==> config.mk <==
export PLATFORM = sky130hd
export DESIGN_NAME = alu_framer_flat
export DESIGN_NICKNAME = d
export VERILOG_FILES = /design/src/rtl/alu_framer_if.sv /design/src/rtl/alu_framer.sv /design/src/flat_wrapper.sv
export SDC_FILE = /design/constraint.sdc
export NUM_CORES = 1
export LEC_CHECK = 0
export CAP_MARGIN = 40
export CORE_MARGIN = 2
export CORE_UTILIZATION = 59
export DETAILED_ROUTE_END_ITERATION = 8
export GPL_ROUTABILITY_DRIVEN = 0
export PLACE_DENSITY = 0.8
export SLEW_MARGIN = 40
export SYNTH_ARGS = -nofsm -noshare
export SYNTH_HDL_FRONTEND = slang
export SYNTH_SLANG_ARGS = --single-unit
==> constraint.sdc <==
create_clock -name clk -period 3.2 [get_ports clk]
set_input_delay 0.48 -clock clk [delete_from_list [all_inputs] [get_ports clk]]
set_output_delay 0.48 -clock clk [all_outputs]
set_load 0.05 [all_outputs]
==> src/rtl/alu_framer_if.sv <==
// Bus bundle between the ALU result port, the frame output and the framer status.
// master drives results, length control and backpressure; slave is the framer.
interface alu_framer_if #(
  parameter int unsigned DATA_W = 32,
  parameter int unsigned DEPTH  = 8,
  parameter int unsigned LEN_W  = 5
);
  localparam int unsigned LVL_W = $clog2(DEPTH) + 1;

  logic              res_val;
  logic [DATA_W-1:0] res_data;
  logic [LEN_W-1:0]  frame_len;
  logic              frame_len_val;
  logic              frame_bp;
  logic              frame;
  logic              frame_sop;
  logic              frame_eop;
  logic [DATA_W-1:0] frame_data;
  logic [LVL_W-1:0]  fifo_level;
  logic [7:0]        drop_cnt;

  modport master (
    output res_val, res_data, frame_len, frame_len_val, frame_bp,
    input  frame, frame_sop, frame_eop, frame_data, fifo_level, drop_cnt
  );

  modport slave (
    input  res_val, res_data, frame_len, frame_len_val, frame_bp,
    output frame, frame_sop, frame_eop, frame_data, fifo_level, drop_cnt
  );
endinterface

==> src/rtl/alu_framer.sv <==
// Buffers ALU results in a small FIFO and emits them as SOP/EOP-marked frames
// of programmable length; overflowing results are dropped and counted.
module alu_framer #(
  parameter int unsigned DATA_W = 32,
  parameter int unsigned DEPTH  = 8,
  parameter int unsigned LEN_W  = 5
) (
  input logic         clk,
  input logic         rst_n,
  alu_framer_if.slave io_bus
);

  localparam int unsigned AW    = $clog2(DEPTH);
  localparam int unsigned LVL_W = AW + 1;
  localparam int unsigned CNT_W = LEN_W + 1;

  localparam logic [LVL_W-1:0] LVL_FULL = LVL_W'(DEPTH);
  localparam logic [CNT_W-1:0] LEN_MAX  = {1'b1, {LEN_W{1'b0}}};
  localparam logic [CNT_W-1:0] CNT_ONE  = CNT_W'(1);
  localparam logic [7:0]       DROP_SAT = 8'hFF;

  typedef enum logic [0:0] {
    ST_IDLE   = 1'b0,
    ST_ACTIVE = 1'b1
  } state_t;

  logic [DATA_W-1:0] r_mem [DEPTH];
  logic [AW-1:0]     r_wr_ptr;
  logic [AW-1:0]     r_rd_ptr;
  logic [LVL_W-1:0]  r_level;
  logic [7:0]        r_drop_cnt;
  logic [LEN_W-1:0]  r_len_q;
  state_t            r_state;
  logic [CNT_W-1:0]  r_bcnt;
  logic [CNT_W-1:0]  r_cur_len;

  logic              w_full;
  logic              w_empty;
  logic              w_push;
  logic              w_drop;
  logic              w_beat;
  logic [CNT_W-1:0]  w_eff_len;
  state_t            w_state_nxt;
  logic [CNT_W-1:0]  w_bcnt_nxt;
  logic [CNT_W-1:0]  w_cur_len_nxt;
  logic              w_sop;
  logic              w_eop;

  // A full FIFO drops the incoming result even when a pop frees a slot this cycle.
  assign w_full    = (r_level == LVL_FULL);
  assign w_empty   = (r_level == '0);
  assign w_push    = io_bus.res_val & ~w_full;
  assign w_drop    = io_bus.res_val & w_full;
  assign w_beat    = ~w_empty & ~io_bus.frame_bp;
  assign w_eff_len = (r_len_q == '0) ? LEN_MAX : CNT_W'(r_len_q);

  always_ff @(posedge clk or negedge rst_n) begin
    if (!rst_n) begin
      for (int unsigned i = 0; i < DEPTH; i++) begin
        r_mem[i] <= '0;
      end
    end else if (w_push) begin
      r_mem[r_wr_ptr] <= io_bus.res_data;
    end
  end

  always_ff @(posedge clk or negedge rst_n) begin
    if (!rst_n) begin
      r_wr_ptr <= '0;
      r_rd_ptr <= '0;
      r_level  <= '0;
    end else begin
      if (w_push) begin
        r_wr_ptr <= r_wr_ptr + AW'(1);
      end
      if (w_beat) begin
        r_rd_ptr <= r_rd_ptr + AW'(1);
      end
      case ({w_push, w_beat})
        2'b10:   r_level <= r_level + LVL_W'(1);
        2'b01:   r_level <= r_level - LVL_W'(1);
        default: r_level <= r_level;
      endcase
    end
  end

  always_ff @(posedge clk or negedge rst_n) begin
    if (!rst_n) begin
      r_drop_cnt <= '0;
    end else if (w_drop && (r_drop_cnt != DROP_SAT)) begin
      r_drop_cnt <= r_drop_cnt + 8'd1;
    end
  end

  always_ff @(posedge clk or negedge rst_n) begin
    if (!rst_n) begin
      r_len_q <= LEN_W'(1);
    end else if (io_bus.frame_len_val) begin
      r_len_q <= io_bus.frame_len;
    end
  end

  always_ff @(posedge clk or negedge rst_n) begin
    if (!rst_n) begin
      r_state   <= ST_IDLE;
      r_bcnt    <= '0;
      r_cur_len <= '0;
    end else begin
      r_state   <= w_state_nxt;
      r_bcnt    <= w_bcnt_nxt;
      r_cur_len <= w_cur_len_nxt;
    end
  end

  // Frame sequencing; the open frame keeps its latched length across len_q updates.
  always_comb begin
    w_state_nxt   = r_state;
    w_bcnt_nxt    = r_bcnt;
    w_cur_len_nxt = r_cur_len;
    w_sop         = 1'b0;
    w_eop         = 1'b0;
    case (r_state)
      ST_IDLE: begin
        if (w_beat) begin
          w_sop         = 1'b1;
          w_cur_len_nxt = w_eff_len;
          if (w_eff_len == CNT_ONE) begin
            w_eop = 1'b1;
          end else begin
            w_bcnt_nxt  = CNT_ONE;
            w_state_nxt = ST_ACTIVE;
          end
        end
      end
      ST_ACTIVE: begin
        if (w_beat) begin
          if (r_bcnt == (r_cur_len - CNT_ONE)) begin
            w_eop       = 1'b1;
            w_bcnt_nxt  = '0;
            w_state_nxt = ST_IDLE;
          end else begin
            w_bcnt_nxt = r_bcnt + CNT_ONE;
          end
        end
      end
      default: begin
        w_state_nxt = ST_IDLE;
        w_bcnt_nxt  = '0;
      end
    endcase
  end

  assign io_bus.frame      = w_beat;
  assign io_bus.frame_sop  = w_sop;
  assign io_bus.frame_eop  = w_eop;
  assign io_bus.frame_data = r_mem[r_rd_ptr];
  assign io_bus.fifo_level = r_level;
  assign io_bus.drop_cnt   = r_drop_cnt;

endmodule

==> src/flat_wrapper.sv <==
// flat-port wrapper written by rule: the top's interface ports become plain ports
module alu_framer_flat 
#(
  parameter int unsigned DATA_W = 32,
  parameter int unsigned DEPTH  = 8,
  parameter int unsigned LEN_W  = 5
)
  (clk, rst_n, io_bus_res_val, io_bus_res_data, io_bus_frame_len, io_bus_frame_len_val, io_bus_frame_bp, io_bus_frame, io_bus_frame_sop, io_bus_frame_eop, io_bus_frame_data, io_bus_fifo_level, io_bus_drop_cnt);
  alu_framer_if #(.DATA_W(DATA_W), .DEPTH(DEPTH), .LEN_W(LEN_W)) io_bus_i ();
  input logic clk;
  input logic rst_n;
  input wire logic [$bits(io_bus_i.res_val)-1:0] io_bus_res_val;
  input wire logic [$bits(io_bus_i.res_data)-1:0] io_bus_res_data;
  input wire logic [$bits(io_bus_i.frame_len)-1:0] io_bus_frame_len;
  input wire logic [$bits(io_bus_i.frame_len_val)-1:0] io_bus_frame_len_val;
  input wire logic [$bits(io_bus_i.frame_bp)-1:0] io_bus_frame_bp;
  output wire logic [$bits(io_bus_i.frame)-1:0] io_bus_frame;
  output wire logic [$bits(io_bus_i.frame_sop)-1:0] io_bus_frame_sop;
  output wire logic [$bits(io_bus_i.frame_eop)-1:0] io_bus_frame_eop;
  output wire logic [$bits(io_bus_i.frame_data)-1:0] io_bus_frame_data;
  output wire logic [$bits(io_bus_i.fifo_level)-1:0] io_bus_fifo_level;
  output wire logic [$bits(io_bus_i.drop_cnt)-1:0] io_bus_drop_cnt;
  assign io_bus_i.res_val = io_bus_res_val;
  assign io_bus_i.res_data = io_bus_res_data;
  assign io_bus_i.frame_len = io_bus_frame_len;
  assign io_bus_i.frame_len_val = io_bus_frame_len_val;
  assign io_bus_i.frame_bp = io_bus_frame_bp;
  assign io_bus_frame = io_bus_i.frame;
  assign io_bus_frame_sop = io_bus_i.frame_sop;
  assign io_bus_frame_eop = io_bus_i.frame_eop;
  assign io_bus_frame_data = io_bus_i.frame_data;
  assign io_bus_fifo_level = io_bus_i.fifo_level;
  assign io_bus_drop_cnt = io_bus_i.drop_cnt;
  alu_framer #(.DATA_W(DATA_W), .DEPTH(DEPTH), .LEN_W(LEN_W)) u_core (.clk(clk), .rst_n(rst_n), .io_bus(io_bus_i));
endmodule
==> results of run 1 <==
## layout by cell type (no fill, tap or decap), drive strengths merged, types with 5 or more instances in the layout
cell,n
xor2,15
nand3,6
mux4,64
xnor2,11
dlygate4sd2,10
nor2b,5
dfrtp,291
bufinv,5
ha,8
nand2,20
a21oi,5
buf,51
inv,7
clkdlybuf4s50,56
o21ai,5
mux2,302
clkbuf,45
nor2,16
## metrics by stage
step / power [mW] / hold WS [ps]
2_1_floorplan: 13.3 / 184
3_3_place_gp: 15.3 / 478
3_5_place_dp: 15.8 / 487
4_1_cts: 19.6 / 1.12
5_1_grt: 20.4 / 377
6_report: 19.5 / 367
## where the power goes
part,switching (mW),total (mW),internal (mW)
clock network,1.43,3.76,2.33
logic,4.46,9.04,4.58
registers,1.18,6.69,5.51
## cell type report
cell class                      instances  area (µm²)  area share
Clock buffer                           45         898      0.0568
Clock inverter                          9         176      0.0112
Inverter                                6        22.5     0.00142
Multi-Input combinational cell        489        5820       0.368
Sequential cell                       292        7310       0.463
Tap cell                              285         357      0.0226
Timing Repair Buffer                  119        1220      0.0775
## cell usage after synthesis (all sizes together)
master	instances	area (µm²)
mux2	302	3510
dfrtp	291	7280
mux4	64	1440
buf	35	193
nand2	20	75.1
nor2	16	62.6
xor2	15	131
clkbuf	14	52.6
xnor2	11	96.3
ha	8	100
inv	6	22.5
nand3	6	30.0
a21oi	5	25.0
nor2b	5	31.3
o21ai	5	25.0
nor3	4	25.0
o211ai	4	30.0
nor3b	3	32.5
and2	2	12.5
and3	2	12.5
nand4	2	12.5
nand4b	2	17.5
o221ai	2	17.5
or2	2	12.5
a21boi	1	18.8
a31oi	1	6.26
dfstp	1	26.3
nand2b	1	13.8
nor4	1	6.26
o2bb2ai	1	8.76
o32a	1	10.0
or3	1	6.26
or3b	1	8.76
or4	1	7.51
## how the worst min path moves through the flow
stage | start | end | slack [ps]
floorplan | rst_n | u_core.io_bus.drop_cnt[0] | 180
global placement | u_core.io_bus.drop_cnt[5] | u_core.io_bus.drop_cnt[5] | 480
detailed placement | u_core.io_bus.drop_cnt[7] | u_core.io_bus.drop_cnt[7] | 490
CTS | rst_n | u_core.io_bus.drop_cnt[5] | 1
global route | rst_n | u_core.r_len_q[2] | 380
finish | rst_n | u_core.r_len_q[3] | 370
## cells by family after synthesis
group                    after synthesis  share of synthesized area
flip-flops                           292                      0.547
adder cells (fa/ha/maj)                8                    0.00749
AO/OA/AOI/OAI                         20                     0.0106
XOR/XNOR                              26                     0.0170
buffers and inverters                 55                     0.0200
multiplexers                         366                      0.371
AND/OR/NAND/NOR                       69                     0.0274
## registers in the layout (all words and copies together), names as in the netlist
register,flops
u_core.r_mem,256
u_core.r_len_q,5
u_core.r_wr_ptr,3
u_core.r_rd_ptr,3
u_core.r_cur_len,6
u_core.io_bus.fifo_level,4
u_core.r_bcnt,6
u_core.io_bus.drop_cnt,8
u_core.r_state,1
## timing repair
action                                  CTS  global route
endpoints found under the setup margin   27            12
hold buffers                              0             1
gates resized for setup                  14             3
hold endpoints to repair                  0            26
setup buffers                             2             0
## layer usage
| metal | vias to the layer above | part of all wire | track usage |
|---|---|---|---|
| met5 | - | 0.00046 | 0 |
| met4 | 2 | 0.019 | 0.0604 |
| met3 | 58 | 0.039 | 0.0395 |
| met2 | 160 | 0.52 | 0.432 |
| met1 | 4030 | 0.42 | 0.324 |
| li1 | 3320 | - | - |
==> impl_metrics.yaml, run 1 <==
critical_path:
  r2r_setup_slack_ps: 600
  cp_top_family: "buffers and inverters"
  crit_cells: 4
  crit_type: "register to output pin"
  slowest_delay_ps: 700
  cp_cell_sequence: "buf_12, mux4_2, mux2_2, clkdlybuf4s50_1"
  worst-path-buf-inv: 2
  cp.arrival_ps: 2650
  crit_path_end: "io_bus_frame_data[8]"
  crit_slowest_cell: "clkdlybuf4s50_1"
  cp-end-kind: "output pin"
  worstReg2RegEnd: "u_core.io_bus.fifo_level[2]"
  r2r_cells: 10
  critPathLaunchType: "register"
  crit_start: "u_core.r_rd_ptr[0]"
  path_max_fanout: 5
  crit_required_ps: 2720
  rr_startpoint: "u_core.io_bus.fifo_level[2]"
synth:
  ys_seq_area_frac: 0.547
  syn_area_per_cell_um2: 16.0
  synth_area_um2: 13400
  syn_nets: 886
  yosysWarnings: 0
  netlist_instances: 836
  synth-seq-cells: 292
  synth_cell_types: 42
layout:
  drive_above_1_share: 0.501
  diodes: 0
  n_fill_cell: 1399
  area_growth_pct: 18.3
  final_cell_area_um2: 15800
  fin_util: 0.705
  nets: 988
  stdcell_count: 1245
sta:
  finalSetupViolations: 0
  fmax_mhz: 320
  worst_clock_skew_ps: 11.2
  finalWorstSetupSlack_ps: 70.3
  worst_pin_slew_ps: 591
  finalSetupTns_ps: 0
  hold_violations: 0
  slew_headroom: 0.603
  rsz0062_at_grt: "false"
  period_share: 0.978
  fin_crit_ps: 3130
  slew_viol_final: 0
placement:
  place_ws_ps: 358
  place_inst: 1187
  place_hpwl_um: 18000
  numPortBuffers: 88
  placed_area_um2: 14600
global_routing:
  overflow: 0
  grt_max_degree: 99
  grt_pass1_wl_um: 46400
  track_usage: 0.246
  antenna_found_initial: 1
  grt_pass1_vias: 8578
floorplan:
  dieHeight_um: 155
  core_um2: 22400
  io_pins: 89
  start_util: 0.596
  die_x_um: 155
  num_rows: 55
  die_area_um2: 23900
job:
  max_cap_violations: 0
power:
  ir_drop_mv: 0.982
  leakagePower_nw: 6.87
  p_per_area_nw_per_um2: 1230
clocking:
  insertion_delay_ps: 550
  htreeDepth: 1
  clk_pin_slew_worst_paths_ps: 60
  cts_tree: "yes"
  cts.sinks: 292
  numCtsBuffers: 30
  cts_root_buffer: "clkbuf_16"
  cts_buffer_depth: 3
hold_path:
  hp-class: "primary input to asynchronous set/reset pin"
status:
  status: "finished, final reports clean"
drt:
  drt_wl_total_um: 28400
  first_pass_iters: 5
  viasPerCell: 6.08
  vias: 7570
  route.detailed.drc: 0
  wl_per_cell_um: 22.8
  drtIter0Drc: 385
  ant_nets: 0
(Power assumes the default switching activity.)
==> run 2: changes to the inputs <==
--- a/config.mk
+++ b/config.mk
@@ -7,10 +7,11 @@
 export LEC_CHECK = 0
 export CAP_MARGIN = 40
 export CORE_MARGIN = 2
-export CORE_UTILIZATION = 59
+export CORE_UTILIZATION = 54
+export CTS_CLUSTER_DIAMETER = 60
 export DETAILED_ROUTE_END_ITERATION = 8
-export GPL_ROUTABILITY_DRIVEN = 0
-export PLACE_DENSITY = 0.8
+export GPL_ROUTABILITY_DRIVEN = 1
+export PLACE_DENSITY = 0.77
 export SLEW_MARGIN = 40
 export SYNTH_ARGS = -nofsm -noshare
 export SYNTH_HDL_FRONTEND = slang
==> constraint.sdc (replaced) <==
create_clock -name clk -period 2.55 [get_ports clk]
set_input_delay 0.3825 -clock clk [delete_from_list [all_inputs] [get_ports clk]]
set_output_delay 0.3825 -clock clk [all_outputs]
set_load 0.05 [all_outputs]
==> run 2 against run 1 <==
Effect of this change:
- the flow now finishes with violations (negative setup slack)
- die area is 9.0% higher
- register-to-register slack worse by 430 ps
- via count rose by 0.41%
- combinational power is 47% higher
- flip-flop and latch count unchanged
- utilization shrank 2.6 points
- largest cell class unchanged
- worst setup slack got worse by 260 ps
- non-clock buffer count rose by 29
- clock skew fell by 2.6 ps
- first-iteration DRC count is 24% higher
- critical endpoint is now io_bus_frame_data[17]
==> impl_metrics.yaml, run 2 (synthesized netlist as in run 1, its figures left out) <==
drt:
  first_pass_iters: 4
  vias: 7601
  route.detailed.drc: 0
  viasPerCell: 5.78
  ant_nets: 0
  wl_per_cell_um: 21.1
  drtIter0Drc: 478
  drt_wl_total_um: 27700
sta:
  fin_crit_ps: 2740
  finalWorstSetupSlack_ps: -195
  finalSetupViolations: 33
  worst_clock_skew_ps: 8.64
  slew_viol_final: 0
  period_share: 1.08
  rsz0062_at_grt: "true"
  hold_violations: 0
  fmax_mhz: 364
  slew_headroom: 0.591
  finalSetupTns_ps: -4050
  worst_pin_slew_ps: 613
layout:
  largest_register_ffs: 256
  multi_input_area_um2: 6000
  regMostFlops: "u_core.r_mem"
  diodes: 0
  area_growth_pct: 23.5
  nets: 1017
  n_fill_cell: 1639
  final_common_cell: "dfrtp_1"
  layout_common_cells: "dfrtp_1, mux2_2, mux4_2"
  drive_above_1_share: 0.546
  seq_area_um2: 7320
placement:
  place_hpwl_um: 16400
  gp_congestion: 0.741
  numPortBuffers: 88
  place_ws_ps: 117
global_routing:
  grt_max_degree: 77
  grt_pass1_wl_um: 45100
  antenna_found_initial: 0
  overflow: 0
  grt_pass1_vias: 8153
  track_usage: 0.220
floorplan:
  dieHeight_um: 161
  die_x_um: 161
  start_util: 0.550
  core_um2: 24300
  num_rows: 57
  die_area_um2: 26000
  io_pins: 89
critical_path:
  crit_start: "u_core.r_rd_ptr[0]"
  critPathLaunchType: "register"
  cp.arrival_ps: 2360
  rr_startpoint: "u_core.io_bus.fifo_level[2]"
  crit_required_ps: 2170
  r2r_cells: 10
  r2r_setup_slack_ps: 170
  cp-end-kind: "output pin"
  crit_type: "register to output pin"
  path_max_fanout: 7
  worstReg2RegEnd: "u_core.io_bus.fifo_level[3]"
clocking:
  numCtsBuffers: 30
  cts_root_buffer: "clkbuf_16"
  cts_buffer_depth: 3
  clk_pin_slew_worst_paths_ps: 60
  insertion_delay_ps: 540
  cts.sinks: 292
  cts_tree: "yes"
  htreeDepth: 1
hold_path:
  hp-class: "primary input to asynchronous set/reset pin"
status:
  status: "finished, violations left"
  violations: "negative setup slack"
power:
  leakagePower_nw: 7.19
  ir_drop_mv: 1.32
  p_per_area_nw_per_um2: 1570
job:
  max_cap_violations: 0
[run 2: changes by cell type in the layout (fill, tap and decap cells not counted), moves of 7 or more]
| cell | previous run | this run |
|---|---|---|
| buf_6 | 1 | 19 |
| buf_8 | 3 | 16 |
| buf_12 | 10 | 17 |
| mux2_2 | 272 | 248 |
| dlygate4sd2_1 | 10 | 0 |
| mux2_4 | 30 | 54 |
[run 2: metal layers]
metal,global-route usage,vias to the layer above,share of wire
li1,-,3362,-
met5,0,-,0
met1,0.322,4044,0.46
met3,0.0293,37,0.041
met4,0.0455,0,0.017
met2,0.357,158,0.48
[run 2: repair_timing]
| action | CTS | global route |
|---|---|---|
| pin swaps | 0 | 5 |
| setup endpoints to repair | 33 | 33 |
| buffers inserted | 8 | 7 |
| hold buffers | 1 | 0 |
| endpoints found under the hold margin | 66 | 0 |
| gates cloned | 4 | 2 |
| resized for setup | 83 | 16 |
[run 2: how the worst max path moves through the flow]
| stage | end | cells past startpoint | slack [ps] |
|---|---|---|---|
| floorplan | io_bus_frame_eop | 8 | -60 |
| global placement | u_core.r_mem[229] | 6 | 170 |
| detailed placement | u_core.io_bus.fifo_level[3] | 9 | 120 |
| CTS | io_bus_frame_data[17] | 6 | -200 |
| global route | io_bus_frame_data[17] | 6 | -240 |
| finish | io_bus_frame_data[17] | 6 | -190 |
[run 2: report_power, final]
part,switching [mW],internal (mW)
combinational,6.10,7.22
sequential,1.32,6.92
clock,1.74,2.61
total,9.16,16.7
[run 2: through the flow]
stage                     power [mW]   util  instance area, µm²  hold WS (ps)  cells
after global routing            27.2  0.679               16500           439   1314
after detailed placement        19.8  0.612               14900           416   1239
after floorplan                 16.7      -               13400          86.9    836
final                           25.9  0.679               16500           424   1314
after CTS                       25.8  0.674               16400           435   1307
after global placement          19.5  0.612               14900           410   1239
[run 2: critical path: stages (launching register included)]
cell     delay [ps]
dfrtp_4         510
buf_6           150
buf_12          130
buf_16          140
mux4_2          430
mux2_4          300
buf_8           150
[run 2: layout make-up]
cell class,instances,share of cell area
clock buffer,49,0.0571
clock inverter,6,0.00333
inverter,6,0.00159
multi-input combinational,489,0.363
sequential,292,0.443
tap,324,0.0246
timing repair buffer,148,0.107
